<file path="config.mk">
export PLATFORM = sky130hd
export DESIGN_NAME = puf_crp_sequencer_flat
export DESIGN_NICKNAME = d
export VERILOG_FILES = /design/src/rtl/puf_pkg.sv /design/src/rtl/puf_crp_sequencer_if.sv /design/src/rtl/puf_lfsr.sv /design/src/rtl/puf_crp_sequencer.sv /design/src/flat_wrapper.sv
export SDC_FILE = /design/constraint.sdc
export NUM_CORES = 1
export LEC_CHECK = 0
export CAP_MARGIN = 20
export CORE_AREA = 2 2 258 260
export CTS_CLUSTER_DIAMETER = 60
export DETAILED_ROUTE_END_ITERATION = 10
export DIE_AREA = 0 0 260 262
export SLEW_MARGIN = 5
export SYNTH_ARGS = -nofsm -noshare
export SYNTH_HDL_FRONTEND = slang
export SYNTH_SLANG_ARGS = --single-unit
</file>
<file path="constraint.sdc">
create_clock -name clk -period 3.9 [get_ports clk]
set_input_delay 0.39 -clock clk [delete_from_list [all_inputs] [get_ports clk]]
set_output_delay 0.39 -clock clk [all_outputs]
set_load 0.005 [all_outputs]
</file>
<file path="src/rtl/puf_pkg.sv">
// Shared types and constants for the arbiter-PUF challenge/response sequencer.
package puf_pkg;

  typedef enum logic [2:0] {
    IDLE,
    ARM,
    FIRE,
    SETTLE,
    CAPTURE,
    OUT
  } puf_state_e;

  localparam int PUF_N = 128;

  // x^128 + x^126 + x^101 + x^99 + 1 : taps at bits 127, 125, 100, 98
  localparam logic [PUF_N-1:0] LFSR_TAPS_DEFAULT = 128'hA000_0014_0000_0000_0000_0000_0000_0000;

  localparam int VOTE_COUNT = 3;

endpackage

</file>
<file path="src/rtl/puf_crp_sequencer_if.sv">
// Valid/ready stream carrying challenge/response pairs to enrollment/authentication logic.
interface puf_crp_sequencer_if
  import puf_pkg::*;
#(
  parameter int N = PUF_N
);
  logic         crp_valid;
  logic         crp_ready;
  logic [N-1:0] crp_challenge;
  logic [N-1:0] crp_response;

  modport master (output crp_valid, crp_challenge, crp_response, input crp_ready);
  modport slave  (input crp_valid, crp_challenge, crp_response, output crp_ready);
endinterface

</file>
<file path="src/rtl/puf_lfsr.sv">
// N-bit Fibonacci LFSR challenge generator with seed load and zero-seed substitution.
module puf_lfsr
  import puf_pkg::*;
#(
  parameter int           N    = PUF_N,
  parameter logic [N-1:0] TAPS = N'(LFSR_TAPS_DEFAULT)
) (
  input  logic         clk,
  input  logic         rst_n,
  input  logic         load,
  input  logic [N-1:0] seed,
  input  logic         step,
  output logic [N-1:0] value
);

  logic [N-1:0] lfsr_q;

  // All-zero is the lockup state, so a zero seed becomes 1.
  always_ff @(posedge clk or negedge rst_n) begin
    if (!rst_n) begin
      lfsr_q <= N'(1);
    end else if (load) begin
      lfsr_q <= (seed == '0) ? N'(1) : seed;
    end else if (step) begin
      lfsr_q <= {lfsr_q[N-2:0], ^(lfsr_q & TAPS)};
    end
  end

  assign value = lfsr_q;

endmodule

</file>
<file path="src/rtl/puf_crp_sequencer.sv">
// Drives the arbiter-PUF array with LFSR challenges and streams out captured CRPs.
// Define PUF_VOTE_EN to evaluate each challenge three times and emit the bitwise majority.
module puf_crp_sequencer
  import puf_pkg::*;
#(
  parameter int           N             = PUF_N,
  parameter int           SETTLE_CYCLES = 4,
  parameter logic [N-1:0] LFSR_TAPS     = N'(LFSR_TAPS_DEFAULT)
) (
  input  logic                clk,
  input  logic                rst_n,
  input  logic                start,
  input  logic [15:0]         num_crps,
  input  logic                seed_load,
  input  logic [N-1:0]        seed,
  output logic [N-1:0]        puf_challenge,
  output logic                puf_signal,
  input  logic [N-1:0]        puf_response,
  puf_crp_sequencer_if.master crp,
  output logic                busy,
  output logic                done
);

  localparam int CW = $clog2(SETTLE_CYCLES);

  puf_state_e    state, next_state;
  logic [15:0]   remaining;
  logic [CW-1:0] settle_cnt;
  logic [N-1:0]  lfsr_val;
  logic [N-1:0]  chal_q;
  logic [N-1:0]  resp_q;
  logic          done_q;
  logic          handshake;
  logic          lfsr_load;
  logic          last_eval;

  assign handshake = (state == OUT) && crp.crp_ready;
  assign lfsr_load = (state == IDLE) && seed_load;

  puf_lfsr #(.N(N), .TAPS(LFSR_TAPS)) u_lfsr (
    .clk   (clk),
    .rst_n (rst_n),
    .load  (lfsr_load),
    .seed  (seed),
    .step  (handshake),
    .value (lfsr_val)
  );

`ifdef PUF_VOTE_EN
  logic [1:0]   vote_idx;
  logic [N-1:0] cap0, cap1;

  assign last_eval = (vote_idx == 2'(VOTE_COUNT - 1));

  function automatic logic [N-1:0] majority3(input logic [N-1:0] a, b, c);
    return (a & b) | (a & c) | (b & c);
  endfunction
`else
  assign last_eval = 1'b1;
`endif

  always_ff @(posedge clk or negedge rst_n) begin
    if (!rst_n) state <= IDLE;
    else        state <= next_state;
  end

  always_comb begin
    next_state = state;
    unique case (state)
      IDLE:    if (start && (num_crps != 16'd0)) next_state = ARM;
      ARM:     next_state = FIRE;
      FIRE:    next_state = SETTLE;
      SETTLE:  if (settle_cnt == '0) next_state = CAPTURE;
      CAPTURE: next_state = last_eval ? OUT : ARM;
      OUT:     if (crp.crp_ready) next_state = (remaining == 16'd1) ? IDLE : ARM;
      default: next_state = IDLE;
    endcase
  end

  // Run bookkeeping: CRP count, settle timer, end-of-run pulse
  always_ff @(posedge clk or negedge rst_n) begin
    if (!rst_n) begin
      remaining  <= '0;
      settle_cnt <= '0;
      done_q     <= 1'b0;
`ifdef PUF_VOTE_EN
      vote_idx   <= '0;
`endif
    end else begin
      if ((state == IDLE) && start) remaining <= num_crps;
      else if (handshake)           remaining <= remaining - 16'd1;

      if (state == FIRE)                          settle_cnt <= CW'(SETTLE_CYCLES - 1);
      else if ((state == SETTLE) && (settle_cnt != '0)) settle_cnt <= settle_cnt - 1'b1;

      done_q <= ((state == IDLE) && start && (num_crps == 16'd0)) ||
                (handshake && (remaining == 16'd1));
`ifdef PUF_VOTE_EN
      if (state == CAPTURE) vote_idx <= last_eval ? 2'd0 : vote_idx + 2'd1;
`endif
    end
  end

  // Capture stage: latch the PUF response against the challenge that produced it
  always_ff @(posedge clk or negedge rst_n) begin
    if (!rst_n) begin
      chal_q <= '0;
      resp_q <= '0;
`ifdef PUF_VOTE_EN
      cap0   <= '0;
      cap1   <= '0;
`endif
    end else if (state == CAPTURE) begin
      chal_q <= lfsr_val;
`ifdef PUF_VOTE_EN
      if (vote_idx == 2'd0) cap0 <= puf_response;
      if (vote_idx == 2'd1) cap1 <= puf_response;
      if (last_eval)        resp_q <= majority3(cap0, cap1, puf_response);
`else
      resp_q <= puf_response;
`endif
    end
  end

  assign puf_challenge     = (state == IDLE) ? '0 : lfsr_val;
  assign puf_signal        = (state == FIRE) || (state == SETTLE) ||
                             (state == CAPTURE) || (state == OUT);
  assign busy              = (state != IDLE);
  assign done              = done_q;
  assign crp.crp_valid     = (state == OUT);
  assign crp.crp_challenge = chal_q;
  assign crp.crp_response  = resp_q;

endmodule

</file>
<file path="src/flat_wrapper.sv">
// flat-port wrapper written by rule: the top's interface ports become plain ports
module puf_crp_sequencer_flat import puf_pkg::*;
#(
  parameter int           N             = PUF_N,
  parameter int           SETTLE_CYCLES = 4,
  parameter logic [N-1:0] LFSR_TAPS     = N'(LFSR_TAPS_DEFAULT)
)
  (clk, rst_n, start, num_crps, seed_load, seed, puf_challenge, puf_signal, puf_response, busy, done, crp_crp_valid, crp_crp_challenge, crp_crp_response, crp_crp_ready);
  puf_crp_sequencer_if #(.N(N)) crp_i ();
  input  logic clk;
  input  logic rst_n;
  input  logic start;
  input  logic [15:0] num_crps;
  input  logic seed_load;
  input  logic [N-1:0] seed;
  output logic [N-1:0] puf_challenge;
  output logic puf_signal;
  input  logic [N-1:0] puf_response;
  output logic busy;
  output logic done;
  output wire logic [$bits(crp_i.crp_valid)-1:0] crp_crp_valid;
  output wire logic [$bits(crp_i.crp_challenge)-1:0] crp_crp_challenge;
  output wire logic [$bits(crp_i.crp_response)-1:0] crp_crp_response;
  input wire logic [$bits(crp_i.crp_ready)-1:0] crp_crp_ready;
  assign crp_crp_valid = crp_i.crp_valid;
  assign crp_crp_challenge = crp_i.crp_challenge;
  assign crp_crp_response = crp_i.crp_response;
  assign crp_i.crp_ready = crp_crp_ready;
  puf_crp_sequencer #(.N(N), .SETTLE_CYCLES(SETTLE_CYCLES), .LFSR_TAPS(LFSR_TAPS)) u_core (.clk(clk), .rst_n(rst_n), .start(start), .num_crps(num_crps), .seed_load(seed_load), .seed(seed), .puf_challenge(puf_challenge), .puf_signal(puf_signal), .puf_response(puf_response), .crp(crp_i), .busy(busy), .done(done));
endmodule
</file>
Word level (Yosys, flattened, before mapping)
Index checks and enable logic that the tools add are counted.
{ "classes": {"add_sub_neg": 2, "n_eq_ne": 9, "muxes": 13, "reduce_logical": 23} }
{ "op_table": {"columns": ["operator", "n"], "rows": [
  ["128-bit two-way mux", 4],
  ["128-bit zero test", 1],
  ["128-bit parity", 1],
  ["16-bit two-way mux", 2],
  ["3-bit one-hot mux with 6 select lines", 1],
  ["16-bit by 1-bit equality test with 1-bit output (second input constant)", 1],
  ["16-bit zero test", 1],
  ["16-bit nonzero test", 1],
  ["16-bit by 1-bit subtractor with 16-bit output (second input constant)", 1],
  ["3-bit two-way mux", 3],
  ["2-bit nonzero test", 4],
  ["1-bit logical AND", 7],
  ["3-bit by 2-bit equality test with 1-bit output (second input constant)", 2],
  ["3-bit equality test (second input constant)", 2],
  ["2-bit by 1-bit != test with 1-bit output (second input constant)", 3],
  ["1-bit logical OR", 4],
  ["2-bit two-way mux", 2],
  ["3-bit by 1-bit equality test with 1-bit output (second input constant)", 1],
  ["3-bit zero test", 1],
  ["3-bit AND reduction", 1],
  ["3-bit nonzero test", 1],
  ["2-bit zero test", 1],
  ["2-bit by 1-bit subtractor with 2-bit output (second input constant)", 1],
  ["1-bit two-way mux", 1]
]} }
{ "totals": {"regBits": 406, "output_inout_bits": 388} }

Depth between registers and ports, before layout
{ "logic_depth": {"ltp_word": 4, "ltp_mapped": 8} }

Hierarchy
From an unflattened synthesis, not the netlist that was laid out.
{ "hier_totals": {"cells_unflattened": 1431, "hier_area_um2": 19005.7} }
{ "modules_own_cells": {"columns": ["mod", "instances", "cells_per_inst", "area_each_um2", "seq_area_each_um2"], "rows": [
  ["puf_crp_sequencer", 1, 829, 12891.1, 6956.7],
  ["puf_lfsr", 1, 602, 6114.6, 3204.3]
]} }

Worst setup path before layout
OpenSTA, ideal clock, no wires.
{ "synth_timing": {"kind": "register -> register", "from": "register u_core.remaining[4]", "to": "register u_core.remaining[12]", "setup_time_ns": 0.125, "arrival_ns": 1.804, "setup_slack_ns": 1.972, "stages_incl_launch_ff": 6, "path_buffers": 0, "synth_period_minus_slack_ns": 1.928, "path_cell_list": "dfrtp_1 -> or4_4 -> nor4b_1 -> nand2_1 -> xnor2_1 -> mux2_2"} }
{ "synth_via": {"elab_chain_cells": 3} }
{ "synth_lines": {"columns": ["item", "line_no", "text"], "rows": [
  ["start, declared", "puf_crp_sequencer.sv:27", "logic [15:0] remaining;"],
  ["start signal, assigned", "puf_crp_sequencer.sv:90", "if ((state == IDLE) && start) remaining <= num_crps;"],
  ["start signal, assigned", "puf_crp_sequencer.sv:91", "else if (handshake) remaining <= remaining - 16'd1;"],
  ["16-bit by 1-bit subtractor with 16-bit output", "puf_crp_sequencer.sv:91", null],
  ["16-bit two-way mux", "puf_crp_sequencer.sv:91", null],
  ["16-bit two-way mux", "puf_crp_sequencer.sv:90", null]
]} }
Every way passes these cells. The select of a mux whose other input is x is not followed.
A chain may end at the register's enable or synchronous reset.

Worst setup path after layout
{ "layout_timing": {"from": "register u_core.state[0]", "to": "output puf_challenge[13]"} }
{ "layout_via": {"elab_chain_cells": 2} }
{ "layout_lines": {"columns": ["item", "line_no", "text"], "rows": [
  ["start, declared", "puf_crp_sequencer.sv:26", "puf_state_e state, next_state;"],
  ["start signal, assigned", "puf_crp_sequencer.sv:64", "else state <= next_state;"],
  ["3-bit zero test", "puf_crp_sequencer.sv:125", "assign puf_challenge = (state == IDLE) ? '0 : lfsr_val;"],
  ["128-bit two-way mux", "puf_crp_sequencer.sv:125", null],
  ["end, declared", "flat_wrapper.sv:16", "output logic [N-1:0] puf_challenge;"]
]} }
Every way passes these cells.

==> results.toml <==
[global_route]
grt_pass1_wl_mm = 107
grt_pass1_vias = 16700
grt-ovfl-total = 0
grt_max_degree = 159
antenna_found_initial = 7
grt_use_total = 0.206

[route]
drt_drc_violations_left = 0
antenna_left = 0
wirelength_mm = 72.7
drtPass1Iterations = 5
vias = 16700
wl_per_cell_um = 20.5
vias_per_cell = 4.69
first_iter_violations = 1176

[clock_network]
cts_tree = "done"
post_cts_buffers = 0
cts_buffers = 53
cts-root-buf = "clkbuf_16"
htree_num_levels = 2
cts.sink_count = 406
clk_path_buf_depth = 3
clkLatencyLatePin_ps = 590
clkTransAtPathRegs_ps = 60

[cells_and_area]
drive_gt1_frac = 0.0502
fill_cells = 6456
final_cell_area_um2 = 26700
nets = 2923
syn2layout_area_growth_pct = 54.9

[sta]
finalSetupViolCount = 0
slew_headroom = 0.307
rsz0062_at_grt = "no"
setup_tns_ps = 0
skew_ps = 13.5
post-route-period-util = 0.930
slew_violations = 0
tightest_slew_ps = 1040
hold_viol_final = 0
min_period_ps = 3630
max_freq_mhz = 276

[synthesis]
synth.most_common_cell = "nand2_1"
ys_seq_area_frac = 0.589
synth_nets = 2294
async_reset_ff_frac = 1.00
netlist-cell-type-count = 42
synth_cells = 2013
synth.avg_cell_area_um2 = 8.57
synth.largest_area_cell = "dfrtp_1"
synth_area_um2 = 17300
synth_top_area_frac = 0.587
yosys_warnings = 0
synth_area_leaders = "dfrtp_1, nand2_1, nor2_1"
yosys-top-cells-count = "nand2_1, dfrtp_1, nor2_1"
synth_top_flop_cell = "dfrtp_1"
ys_ff_latch = 406
synth-edff-count = 0

[worst_setup_path]
cpPeakStageDelay_ps = 530
critPathLaunchType = "register"
reg2reg_slack_ps = 1530
arrival_ps = 3240
slowest_stage = "clkinv_2"
path_cells = "nor3_2 -> buf_4 -> clkinv_2 -> buf_4 -> and2_1 -> clkdlybuf4s50_1"
crit_buf_inv = 4
critPathKind = "register to primary output"
cp_top_family = "buffers and inverters"
path_max_fanout = 45
crit_top_cell = "buf_4"
worstPathRequired_ps = 3510
endpoint_kind = "primary output"

[floorplan]
rows = 94
die_area_um2 = 68100
coreArea_um2 = 65300
initial_utilization = 0.264
die_h_um = 262
fp.dieW_um = 260
ioPinCount = 665

[power_and_ir_drop]
ir_worst_vdd_v = 0.000473
powerDensity_nw_per_um2 = 818
power_leakage_uw = 0.0120

[placement]
port_buffers = 664
dpl.hpwl_mm = 53.5
place_area_um2 = 24900
gp_congestion = 0.869

[min_path]
hold_path_class = "primary input to register"

[run]
max_cap_viol_count = 0

[outcome]
status = "complete, no violations"
[kinds of logic after synthesis]
logic type,count (synthesis),share of synthesized area
AO/OA/AOI/OAI,161,0.0588
multiplexers,2,0.00123
AND/OR/NAND/NOR,1299,0.314
flip-flops,406,0.589
buffers and inverters,130,0.0291
XOR/XNOR,11,0.00558
adder cells (fa/ha/maj),4,0.00290
[what timing repair did]
item	CTS	global route
gates resized for setup	0	0
setup endpoints to repair	0	0
endpoints found under the hold margin	96	0
hold buffers	1	0
[sequential cells by signal, indices dropped and copies added, names as in the netlist]
register,cells
u_core.crp.crp_response,128
u_core.settle_cnt,2
u_core.crp.crp_challenge,128
u_core.remaining,16
u_core.state,3
u_core.done,1
u_core.u_lfsr.value,128
[worst paths after layout]
check / from / end / cells after the start
min reg2reg: u_core.crp.crp_challenge[116] / u_core.crp.crp_challenge[116] / 2
min: puf_response[93] / u_core.crp.crp_response[93] / 3
max: u_core.state[0] / puf_challenge[13] / 6
max in group asynchronous: rst_n / u_core.crp.crp_challenge[26] / 3
max reg2reg: u_core.state[0] / u_core.crp.crp_challenge[54] / 5
min in group asynchronous: rst_n / u_core.crp.crp_response[52] / 2
[power by group]
| part | internal, uW | switching (uW) | total, uW |
|---|---|---|---|
| Clock | 2980 | 2020 | 5000 |
| Sequential | 6210 | 1870 | 8090 |
| Combinational | 5250 | 3530 | 8780 |
| Total | 14400 | 7430 | 21900 |
[stage by stage]
stage	worst slack [ps]	std cells	hold slack, ps	power, uW	utilization
finish	273	3553	317	21900	0.409
floorplan	1970	2013	94.4	10600	-
CTS	164	3551	273	22200	0.409
global placement	929	3450	458	16800	0.382
global route	5.17	3551	284	23300	0.409
detailed placement	816	3450	461	17000	0.382
[area by class of cell]
type | instances | area (um2) | area share
flip-flops and latches | 406 | 10200 | 0.380
repair buffers | 698 | 7030 | 0.263
multi-input cells | 1477 | 6620 | 0.248
clock buffers | 73 | 1490 | 0.0558
well taps | 864 | 1080 | 0.0405
clock inverters | 27 | 307 | 0.0115
inverters | 6 | 23.8 | 0.000890
diodes | 2 | 5.00 | 0.000187
[routing by layer]
layer	GRT usage	vias to the layer above	wire length [um]
met1	0.263	8111	29300
li1	-	7735	-
met3	0.0508	134	5680
met4	0.0643	10	2180
met2	0.345	691	35400
met5	0	-	70
[worst register-to-register path, cell delays in order, from the launching register on]
cell and delay (ps):
dfrtp_1 500, nor2_1 290, and2_4 800, buf_4 520
nand2_1 120, nand2_1 70
[cell usage in the layout, fill, tap and decap left out, drive strengths merged, types with 14 or more instances in the layout]
| cell type | instances |
|---|---|
| nand2 | 861 |
| clkdlybuf4s50 | 663 |
| dfrtp | 405 |
| nor2 | 230 |
| and2 | 132 |
| o22ai | 92 |
| clkbuf | 73 |
| nor4 | 39 |
| buf | 34 |
| a31oi | 32 |
| inv | 16 |
| o21ai | 14 |
Power figures use the tool's default switching activity.
